===== src/rtl/mem_pkg.sv =====
// Shared types and constants for the byte-wide data-memory initiator.
package mem_pkg;

   localparam int BYTE_W = 8;
   localparam int HALF_W = 16;

   // Sequencer states; busy is high in every state except IDLE.
   typedef enum logic [2:0] {
      IDLE    = 3'd0,
      RD_LO   = 3'd1,
      RD_HI   = 3'd2,
      RD_WAIT = 3'd3,
      WR_LO   = 3'd4,
      WR_HI   = 3'd5
   } state_e;

   // Access size as carried by req_byte.
   typedef enum logic {
      SIZE_HALF = 1'b0,
      SIZE_BYTE = 1'b1
   } size_e;

   // Widen a loaded byte to a halfword, sign- or zero-extended.
   function automatic logic [HALF_W-1:0] extend_byte(input logic [BYTE_W-1:0] b,
                                                     input logic sgn);
      logic [BYTE_W-1:0] fill;
      fill = (sgn && b[BYTE_W-1]) ? {BYTE_W{1'b1}} : {BYTE_W{1'b0}};
      return {fill, b};
   endfunction

endpackage


===== src/rtl/mem_access_master.sv =====
// Initiator for the byte-wide data memory. Splits a MEM-stage halfword or
// byte load/store into little-endian single-byte cycles (low byte at A, high
// byte at A+1), assembles/extends load data and stalls the pipeline via busy.
// Handshake: a request is taken on the rising edge where req_valid=1 and
// busy=0; requests seen while busy=1 are dropped, not queued. Completion is a
// one-cycle resp_valid pulse, during which the block is already IDLE.
module mem_access_master
   import mem_pkg::*;
#(
   parameter int ADDR_W = 16
) (
   input  logic              clk,
   input  logic              rst_n,
   input  logic              req_valid,
   input  logic              req_write,
   input  logic              req_byte,
   input  logic              req_signed,
   input  logic [ADDR_W-1:0] req_addr,
   input  logic [15:0]       req_wdata,
   output logic              busy,
   output logic              resp_valid,
   output logic [15:0]       resp_rdata,
   output logic [ADDR_W-1:0] mem_addr,
   output logic [7:0]        mem_wdata,
   output logic              mem_read,
   output logic              mem_write,
   input  logic [7:0]        mem_rdata
);

   localparam logic [ADDR_W-1:0] ADDR_ONE = {{(ADDR_W-1){1'b0}}, 1'b1};

   state_e              state_q, state_d;
   logic [ADDR_W-1:0]   addr_q;
   logic [HALF_W-1:0]   wdata_q;
   size_e               size_q;
   logic                signed_q;
   logic [BYTE_W-1:0]   lo_q;

   logic                mem_read_d, mem_write_d, resp_valid_d, load_done;
   logic [ADDR_W-1:0]   mem_addr_d;
   logic [BYTE_W-1:0]   mem_wdata_d;
   logic [HALF_W-1:0]   load_data;

   assign busy = (state_q != IDLE);

   // State register, latched request fields and registered memory strobes.
   always_ff @(posedge clk or negedge rst_n) begin
      if (!rst_n) begin
         state_q    <= IDLE;
         addr_q     <= '0;
         wdata_q    <= '0;
         size_q     <= SIZE_HALF;
         signed_q   <= 1'b0;
         lo_q       <= '0;
         mem_read   <= 1'b0;
         mem_write  <= 1'b0;
         mem_addr   <= '0;
         mem_wdata  <= '0;
         resp_valid <= 1'b0;
         resp_rdata <= '0;
      end else begin
         state_q    <= state_d;
         mem_read   <= mem_read_d;
         mem_write  <= mem_write_d;
         mem_addr   <= mem_addr_d;
         mem_wdata  <= mem_wdata_d;
         resp_valid <= resp_valid_d;
         if (state_q == IDLE && req_valid) begin
            addr_q   <= req_addr;
            wdata_q  <= req_wdata;
            size_q   <= req_byte ? SIZE_BYTE : SIZE_HALF;
            signed_q <= req_signed;
         end
         // mem_rdata during RD_HI is the byte read from A.
         if (state_q == RD_HI) lo_q <= mem_rdata;
         if (load_done) resp_rdata <= load_data;
      end
   end

   // Next state plus the memory-side values for the state being entered, so
   // the strobes are registered and line up with the state they belong to.
   always_comb begin
      state_d      = state_q;
      mem_read_d   = 1'b0;
      mem_write_d  = 1'b0;
      mem_addr_d   = mem_addr;
      mem_wdata_d  = mem_wdata;
      resp_valid_d = 1'b0;
      load_done    = 1'b0;
      unique case (state_q)
         IDLE: begin
            if (req_valid) begin
               mem_addr_d = req_addr;
               if (req_write) begin
                  state_d     = WR_LO;
                  mem_write_d = 1'b1;
                  mem_wdata_d = req_wdata[7:0];
               end else begin
                  state_d    = RD_LO;
                  mem_read_d = 1'b1;
               end
            end
         end
         RD_LO: begin
            if (size_q == SIZE_HALF) begin
               state_d    = RD_HI;
               mem_read_d = 1'b1;
               mem_addr_d = addr_q + ADDR_ONE;
            end else begin
               state_d = RD_WAIT;
            end
         end
         RD_HI: state_d = RD_WAIT;
         RD_WAIT: begin
            state_d      = IDLE;
            resp_valid_d = 1'b1;
            load_done    = 1'b1;
         end
         WR_LO: begin
            if (size_q == SIZE_HALF) begin
               state_d     = WR_HI;
               mem_write_d = 1'b1;
               mem_addr_d  = addr_q + ADDR_ONE;
               mem_wdata_d = wdata_q[15:8];
            end else begin
               state_d      = IDLE;
               resp_valid_d = 1'b1;
            end
         end
         WR_HI: begin
            state_d      = IDLE;
            resp_valid_d = 1'b1;
         end
         default: state_d = IDLE;
      endcase
   end

   // Final load value: the byte in mem_rdata during RD_WAIT is the high byte
   // of a halfword, or the only byte of a byte load.
   always_comb begin
      if (size_q == SIZE_HALF) load_data = {mem_rdata, lo_q};
      else                     load_data = extend_byte(mem_rdata, signed_q);
   end

endmodule


===== config.mk =====
export PLATFORM = sky130hd
export DESIGN_NAME = mem_access_master
export DESIGN_NICKNAME = d
export VERILOG_FILES = /design/src/rtl/mem_pkg.sv /design/src/rtl/mem_access_master.sv
export SDC_FILE = /design/constraint.sdc
export NUM_CORES = 1
export LEC_CHECK = 0
export CAP_MARGIN = 20
export CORE_ASPECT_RATIO = 0.6
export CORE_MARGIN = 3
export CORE_UTILIZATION = 35
export CTS_BUF_LIST = sky130_fd_sc_hd__clkbuf_16
export DETAILED_ROUTE_END_ITERATION = 6
export PLACE_DENSITY = 0.64
export SLEW_MARGIN = 20
export SYNTH_ARGS = -nofsm -noshare
export SYNTH_HDL_FRONTEND = slang
export SYNTH_SLANG_ARGS = --single-unit
export TNS_END_PERCENT = 50

===== constraint.sdc =====
create_clock -name clk -period 3.5 [get_ports clk]
set_clock_uncertainty 0.15 [all_clocks]
set_input_delay 0.525 -clock clk [delete_from_list [all_inputs] [get_ports clk]]
set_output_delay 0.525 -clock clk [all_outputs]
set_load 0.1 [all_outputs]

==> results of run 1 <==
[logic make-up (layout without fill, tap and decap cells)]
| family | after synthesis | after routing | synth area share |
|---|---|---|---|
| and+or+nand+nor | 98 | 98 | 0.1349 |
| DFF | 80 | 80 | 0.5435 |
| AOI/OAI and AO/OA | 70 | 70 | 0.1138 |
| muxes | 45 | 45 | 0.1308 |
| buffers and inverters | 29 | 122 | 0.04042 |
| xor gates and xnor gates | 14 | 14 | 0.03329 |
| adders and majority gates | 1 | 1 | 0.003396 |
[metal layers]
metal,GRT usage,vias up,routed length [µm]
met4,0.05291,0,104
met1,0.2294,1298,4556
met5,0,-,0
li1,-,1333,-
met3,0.05236,10,472
met2,0.2212,69,3573
[worst max path at each step]
stage,from,cells after the start,to
after floorplan,state_q[1]$_DFFE_PN0P_,2,busy
after global placement,req_valid,5,addr_q[4]$_DFFE_PN0P_
after detailed placement,req_valid,5,addr_q[0]$_DFFE_PN0P_
after CTS,mem_addr[10]$_DFFE_PN0P_,1,mem_addr[10]
after global routing,mem_addr[10]$_DFFE_PN0P_,1,mem_addr[10]
final,mem_addr[10]$_DFFE_PN0P_,1,mem_addr[10]
[flip-flops by register name, summed over array words and instances (netlist names)]
signal,cells
addr_q,16
lo_q,8
mem_addr,16
mem_read,1
mem_wdata,8
mem_write,1
resp_rdata,16
resp_valid,1
signed_q,1
size_q,1
state_q,3
wdata_q,8
[through the flow]
step	util	cells
3_5_place_dp	0.4638	550
5_1_grt	0.4894	565
6_report	0.4894	565
3_3_place_gp	0.4638	550
2_1_floorplan	-	337
4_1_cts	0.4890	565
[cell type report]
type / count / area, µm²
inverter: 13 / 48.80
sequential: 80 / 2002
tap: 135 / 168.9
clock inverter: 6 / 28.78
clock buffer: 9 / 225.2
fill: 954 / 5134
multi-input combinational: 228 / 1533
timing repair buffer: 94 / 914.6
[Yosys cell counts (2+ instances only)]
library cell,count
a21oi_1,12
a21oi_2,3
buf_6,3
mux2_2,25
nand2b_1,2
nand3_1,6
buf_2,5
nor3_1,3
and3_1,2
o211ai_2,6
nor2_1,13
mux2i_1,20
dfrtp_1,80
o21ai_0,36
clkbuf_1,5
nand2_1,56
xnor2_1,10
o21ai_1,8
inv_1,12
nor3_4,2
buf_4,3
nand2b_4,2
xor2_1,4
[cell usage in the layout, fill, tap and decap left out, types with 4 or more instances in the layout]
master and n:
nand2_1 56, clkdlybuf4s50_1 82, xnor2_1 10, o21ai_0 36, nand3_1 6, mux2_2 25
dfrtp_1 80, mux2i_1 20, a21oi_1 12, xor2_1 4, buf_4 11, o211ai_2 6
nor2_1 13, clkinv_2 5, inv_1 13, clkbuf_16 9, o21ai_1 8
==> impl_metrics.json, run 1 <==
{
  "area_growth_pct": 33.59,
  "synth_seq_cells": 80,
  "synth_top_cell_by_area": "dfrtp_1",
  "nNetsFinal": 473,
  "wl_um": 8706,
  "max_cap_violations": 0,
  "portBuffers": 89,
  "ff2ff_setup_slack_ns": 1.31,
  "die-height_um": 85.47,
  "cts.sinks": 80,
  "mappedNetlistArea_um2": 3684,
  "rows": 28,
  "arrival_ns": 1.87,
  "slowest_stage": "clkdlybuf4s50_1",
  "end_kind": "primary output",
  "critPathMaxFanout": 2,
  "grt_first_pass_wirelength_um": 14970,
  "worst_pin_slew_ns": 1.040,
  "path_delay_family": "buffers and inverters",
  "rsz0062_at_grt": "no",
  "fin_area_um2": 4921,
  "drtAntennaViolNets": 0,
  "numCtsBuffers": 9,
  "slew-limit-headroom": 0.3048,
  "antenna_found_initial": 0,
  "cp.required_ns": 2.82,
  "worst_slack_ns": 0.9527,
  "yosys-top-cells-area": "dfrtp_1 (54%), mux2_2 (7.6%), nand2_1 (5.7%)",
  "postCtsHoldBufs": 0,
  "ys.flop_type": "dfrtp_1",
  "grt.overflow.total": 0,
  "yosys_warnings": 0,
  "firstDrtPassIters": 4,
  "fmax_mhz": 392.6,
  "drive_gt1_frac": 0.1605,
  "hp-class": "in2async",
  "grt_usage": 0.1580,
  "place_area_um2": 4663,
  "synth_edf_count": 0,
  "period_needed_ns": 2.547,
  "grt_pass1_vias": 2937,
  "post-route-period-util": 0.7278,
  "cts-root-to-sink-buffers": 2,
  "dp_slack_ns": 0.8340,
  "dp_hpwl_um": 6180,
  "reg2reg_depth": 4,
  "crit_buf_inv": 1,
  "critical_path.cell_chain": "clkdlybuf4s50_1",
  "crit_path_max_incr_delay_ns": 1.17,
  "clkLatencyLatePin_ns": 0.33,
  "startpoint_type": "register",
  "die_w_um": 138.4,
  "final_max_slew_viol_count": 0,
  "status": "finished clean",
  "gp_congestion": 0.7782,
  "critPathKind": "reg2out",
  "htreeDepth": 3,
  "finalHoldWorstSlack_ns": 0.08811,
  "via_per_inst": 4.796,
  "pin_count": 90,
  "setup_tns_ns": 0,
  "clockRootBuffer": "clkbuf_16",
  "drt_first_iter_violations": 132,
  "core-area_um2": 10050,
  "initial_utilization": 0.3664,
  "grt_start_max_net_pins": 81,
  "netlist_instances": 337,
  "setup-violations-final": 0,
  "syn_nets": 384,
  "reg2reg_from": "state_q[0]$_DFFE_PN0P_",
  "drc": 0,
  "cts_setup_buffers": 0,
  "num_vias": 2710,
  "yosysTopAreaCellShare": 0.5435,
  "final_hold_viol_count": 0,
  "tritoncts": "built",
  "die_area_um2": 11830,
  "r2r-end": "addr_q[4]$_DFFE_PN0P_",
  "cts_resized": 0,
  "avgRoutedWirePerCell_um": 15.41,
  "syn_avg_cell_area_um2": 10.93,
  "async_reset_ff_frac": 1.000,
  "path_clk_slew_ns": 0.06,
  "yosysSeqAreaShare": 0.5435,
  "antennaDiodeCount": 0,
  "ys_types": 42
}
Power of run 1 is not shown: default switching activity piles up to over one toggle a cycle in this logic, so the estimate is an artifact.
==> run 2: changes to the inputs <==
--- a/config.mk
+++ b/config.mk
@@ -11,7 +11,7 @@
 export CORE_UTILIZATION = 35
 export CTS_BUF_LIST = sky130_fd_sc_hd__clkbuf_16
 export DETAILED_ROUTE_END_ITERATION = 6
-export PLACE_DENSITY = 0.64
+export PLACE_DENSITY = 0.66
 export SLEW_MARGIN = 20
 export SYNTH_ARGS = -nofsm -noshare
 export SYNTH_HDL_FRONTEND = slang
==> constraint.sdc (replaced) <==
create_clock -name clk -period 2.2 [get_ports clk]
set_clock_uncertainty 0.15 [all_clocks]
set_input_delay 0.33 -clock clk [delete_from_list [all_inputs] [get_ports clk]]
set_output_delay 0.33 -clock clk [all_outputs]
set_load 0.1 [all_outputs]
==> impl_metrics.json, run 2 (same netlist as run 1, synthesis figures left out) <==
{
  "cts_setup_buffers": 0,
  "path_delay_family": "flip-flops",
  "startpoint_type": "register",
  "core-area_um2": 10050,
  "arrival_ns": 1.59,
  "final_max_slew_viol_count": 0,
  "post-route-period-util": 0.9411,
  "dp_hpwl_um": 6196,
  "crit_buf_inv": 1,
  "antennaDiodeCount": 0,
  "critical_path.cell_chain": "or3_1, buf_12",
  "via_per_inst": 4.782,
  "cts-root-to-sink-buffers": 2,
  "pin_count": 90,
  "setup_tns_ns": 0,
  "seqCellArea_um2": 2002,
  "drt_first_iter_violations": 130,
  "portBuffers": 89,
  "clockRootBuffer": "clkbuf_16",
  "grt_first_pass_wirelength_um": 14470,
  "wl_met1_um": 4282,
  "avgRoutedWirePerCell_um": 15.05,
  "period_needed_ns": 2.070,
  "slowest_stage": "dfrtp_1",
  "max_cap_violations": 0,
  "fmax_mhz": 483.0,
  "firstDrtPassIters": 4,
  "highest_layer": "met4",
  "wl_um": 8580,
  "cts.sinks": 80,
  "cts_resized": 0,
  "htreeDepth": 3,
  "crit_path_max_incr_delay_ns": 0.58,
  "slew-limit-headroom": 0.5495,
  "num_vias": 2726,
  "postCtsHoldBufs": 1,
  "antenna_found_initial": 0,
  "tritoncts": "built",
  "gp_congestion": 0.7813,
  "initial_utilization": 0.3664,
  "final_hold_viol_count": 0,
  "cp.required_ns": 1.72,
  "die-height_um": 85.47,
  "path_clk_slew_ns": 0.06,
  "hp-class": "reg2reg",
  "grt_start_max_net_pins": 45,
  "worst_pin_slew_ns": 0.6757,
  "grt_pass1_vias": 2834,
  "numCtsBuffers": 9,
  "rsz0062_at_grt": "no",
  "num-fill-cells": 933,
  "die_w_um": 138.4,
  "rows": 28,
  "mostFrequentLayoutCells": "dfrtp_1 (80), nand2_1 (56), buf_4 (49)",
  "dr_wl_met2_um": 3571,
  "clkLatencyLatePin_ns": 0.33,
  "setup-violations-final": 0,
  "drive_gt1_frac": 0.2483,
  "critPathMaxFanout": 13,
  "drc": 0,
  "wl_met3_um": 629,
  "end_kind": "primary output",
  "grt_usage": 0.1542,
  "drtAntennaViolNets": 0,
  "final_common_cell": "dfrtp_1",
  "reg_top3": "addr_q (16), mem_addr (16), resp_rdata (16)",
  "area_growth_pct": 33.25,
  "die_area_um2": 11830,
  "nNetsFinal": 477,
  "grt.overflow.total": 0,
  "status": "finished clean",
  "multi_input_comb_area_um2": 1533,
  "critPathKind": "reg2out"
}
-- run 2: cell count changes in the layout (fill, tap and decap cells not counted), sizes merged --
| cell | delta |
|---|---|
| buf | +41 |
| clkdlybuf4s50 | -38 |
| clkinv | -2 |
| inv | +2 |
| clkinvlp | +1 |
| dlygate4sd3 | +1 |
-- run 2: final cells by class --
type / count / share of cell area
flip-flops and latches: 80 / 0.4079
multi-input cells: 228 / 0.3123
repair buffers: 98 / 0.1830
clock buffers: 9 / 0.04588
well taps: 135 / 0.03441
inverters: 13 / 0.009941
clock inverters: 7 / 0.006628
-- run 2: stage by stage --
step,worst slack (ns),utilization,hold slack [ns],std cells,cell area (µm²)
floorplan,0.3837,-,-0.1156,337,3684
global placement,0.2016,0.4615,0.1858,553,4641
detailed placement,0.1538,0.4615,0.1928,553,4641
CTS,0.1101,0.4882,0.3356,570,4908
global route,0.05566,0.4882,0.3483,570,4908
finish,0.1296,0.4882,0.3290,570,4908
-- run 2: worst register-to-register path, stage by stage (launching register included) --
cell      delay (ns)
dfrtp_1         0.41
ha_1            0.23
nand4_1         0.31
nor4_1          0.47
xnor2_1         0.17
o211ai_1        0.11
-- run 2: final timing paths --
path,startpoint,to,cells after the start,slack [ns]
setup / recovery,state_q[1]$_DFFE_PN0P_,busy,2,0.13
hold / removal,resp_rdata[9]$_DFFE_PN0N_,resp_rdata[9]$_DFFE_PN0N_,2,0.33
setup reg to reg,addr_q[0]$_DFFE_PN0P_,mem_addr[14]$_DFFE_PN0P_,5,0.22
hold reg to reg,resp_rdata[9]$_DFFE_PN0N_,resp_rdata[9]$_DFFE_PN0N_,2,0.33
max in group asynchronous,rst_n,wdata_q[15]$_DFFE_PN0P_,3,0.92
min in group asynchronous,rst_n,resp_rdata[12]$_DFFE_PN0N_,2,0.37
-- run 2: routing by layer --
metal  vias up  global-route usage
li1       1338                   -
met1      1304              0.2102
met2        74              0.2274
met3        10             0.06363
met4         0             0.04305
met5         -                   0
Power of run 2 is left out for the same reason.
==> run 3: changes to the inputs <==
--- a/config.mk
+++ b/config.mk
@@ -7,7 +7,7 @@
 export LEC_CHECK = 0
 export CAP_MARGIN = 20
 export CORE_ASPECT_RATIO = 0.6
-export CORE_MARGIN = 3
+export CORE_MARGIN = 2
 export CORE_UTILIZATION = 35
 export CTS_BUF_LIST = sky130_fd_sc_hd__clkbuf_16
 export DETAILED_ROUTE_END_ITERATION = 6
@@ -16,4 +16,3 @@
 export SYNTH_ARGS = -nofsm -noshare
 export SYNTH_HDL_FRONTEND = slang
 export SYNTH_SLANG_ARGS = --single-unit
-export TNS_END_PERCENT = 50
==> impl_metrics.json, run 3 (same netlist as run 1, synthesis figures left out) <==
{
  "via_per_inst": 4.729,
  "startpoint_type": "register",
  "crit_path_max_incr_delay_ns": 0.54,
  "drc": 0,
  "setup-violations-final": 0,
  "use_met2": 0.2124,
  "postCtsHoldBufs": 1,
  "grt_start_max_net_pins": 43,
  "top_usage_layer": "met1",
  "crit_buf_inv": 1,
  "cts_resized": 0,
  "gp_congestion": 0.7570,
  "wl_um": 8697,
  "num_vias": 2710,
  "antenna_found_initial": 0,
  "die-height_um": 83.47,
  "met3_usage": 0.05586,
  "antennaDiodeCount": 0,
  "die_area_um2": 11390,
  "path_delay_family": "flip-flops",
  "slew-limit-headroom": 0.5013,
  "cp.required_ns": 1.72,
  "portBuffers": 89,
  "htreeDepth": 3,
  "critPathKind": "reg2out",
  "die_w_um": 136.4,
  "grt.overflow.total": 0,
  "drt_first_iter_violations": 141,
  "worst_pin_slew_ns": 0.7480,
  "fmax_mhz": 494.9,
  "clockRootBuffer": "clkbuf_16",
  "cts_setup_buffers": 0,
  "tritoncts": "built",
  "arrival_ns": 1.54,
  "cts.sinks": 80,
  "rsz0062_at_grt": "no",
  "core-area_um2": 10050,
  "critPathMaxFanout": 10,
  "final_common_cell": "dfrtp_1",
  "initial_utilization": 0.3664,
  "pin_count": 90,
  "grt_pass1_vias": 2757,
  "firstDrtPassIters": 4,
  "clkLatencyLatePin_ns": 0.33,
  "drtAntennaViolNets": 0,
  "grt_first_pass_wirelength_um": 14500,
  "drive_gt1_frac": 0.2511,
  "numCtsBuffers": 9,
  "end_kind": "primary output",
  "grt_usage": 0.1653,
  "dp_hpwl_um": 6255,
  "hp-class": "reg2reg",
  "final_hold_viol_count": 0,
  "max_cap_violations": 0,
  "path_clk_slew_ns": 0.06,
  "period_needed_ns": 2.021,
  "critical_path.cell_chain": "or3_1, buf_12",
  "setup_tns_ns": 0,
  "cts-root-to-sink-buffers": 2,
  "rows": 28,
  "final_max_slew_viol_count": 0,
  "post-route-period-util": 0.9185,
  "utilization": 0.4876,
  "mostFrequentLayoutCells": "dfrtp_1 (80), nand2_1 (56), buf_4 (54)",
  "nNetsFinal": 480,
  "num-fill-cells": 922,
  "slowest_stage": "dfrtp_1",
  "gr-usage-met1": 0.2581,
  "avgRoutedWirePerCell_um": 15.18,
  "status": "finished clean",
  "reg_top3": "addr_q (16), mem_addr (16), resp_rdata (16)",
  "area_growth_pct": 33.08
}
run 3: cell types whose count changed in the layout (fill, tap and decap cells not counted), sizes merged:
cell,delta
buf,+3
clkinv,+4
clkinvlp,-1
inv,-3
run 3: per-layer routing:
metal  wire [µm]  vias to the layer above  part of all wire
met5           0                        -                 0
met1        4543                     1266              0.52
met2        3472                       85              0.40
li1            -                     1350                 -
met4          85                        0            0.0098
met3         596                        9             0.069
run 3: metrics by stage:
| stage | std cells | setup slack, ns | hold WS (ns) | area, µm² |
|---|---|---|---|---|
| after CTS | 573 | 0.1524 | 0.3381 | 4902 |
| after global routing | 573 | 0.07559 | 0.3605 | 4902 |
| after global placement | 556 | 0.1074 | 0.2023 | 4638 |
| after detailed placement | 556 | 0.04405 | 0.2019 | 4638 |
| after floorplan | 337 | 0.3837 | -0.1156 | 3684 |
| final | 573 | 0.1793 | 0.3321 | 4902 |
run 3: final cells by class:
cell class / count / area (µm²) / area share
inverters: 13 / 48.80 / 0.009954
clock inverters: 7 / 28.78 / 0.005870
clock buffers: 9 / 225.2 / 0.04594
repair buffers: 101 / 895.9 / 0.1827
multi-input cells: 228 / 1533 / 0.3127
flip-flops and latches: 80 / 2002 / 0.4084
well taps: 135 / 168.9 / 0.03446
run 3: path summary, 6_finish.rpt:
check / from / cells past startpoint / slack [ns] / end
max: state_q[2]$_DFFE_PN0P_ / 2 / 0.18 / busy
min: resp_rdata[9]$_DFFE_PN0N_ / 2 / 0.33 / resp_rdata[9]$_DFFE_PN0N_
max reg2reg: addr_q[0]$_DFFE_PN0P_ / 5 / 0.26 / mem_addr[14]$_DFFE_PN0P_
min reg2reg: resp_rdata[9]$_DFFE_PN0N_ / 2 / 0.33 / resp_rdata[9]$_DFFE_PN0N_
max in group asynchronous: rst_n / 3 / 0.90 / addr_q[3]$_DFFE_PN0P_
min in group asynchronous: rst_n / 2 / 0.37 / resp_rdata[1]$_DFFE_PN0N_
run 3: worst register-to-register path, stage by stage, from the launching register on:
cell and delay, ns:
dfrtp_1 0.41, ha_1 0.24, nand4_1 0.28, nor4_1 0.46, xnor2_1 0.17, o211ai_1 0.11
Power of run 3 is left out for the same reason.
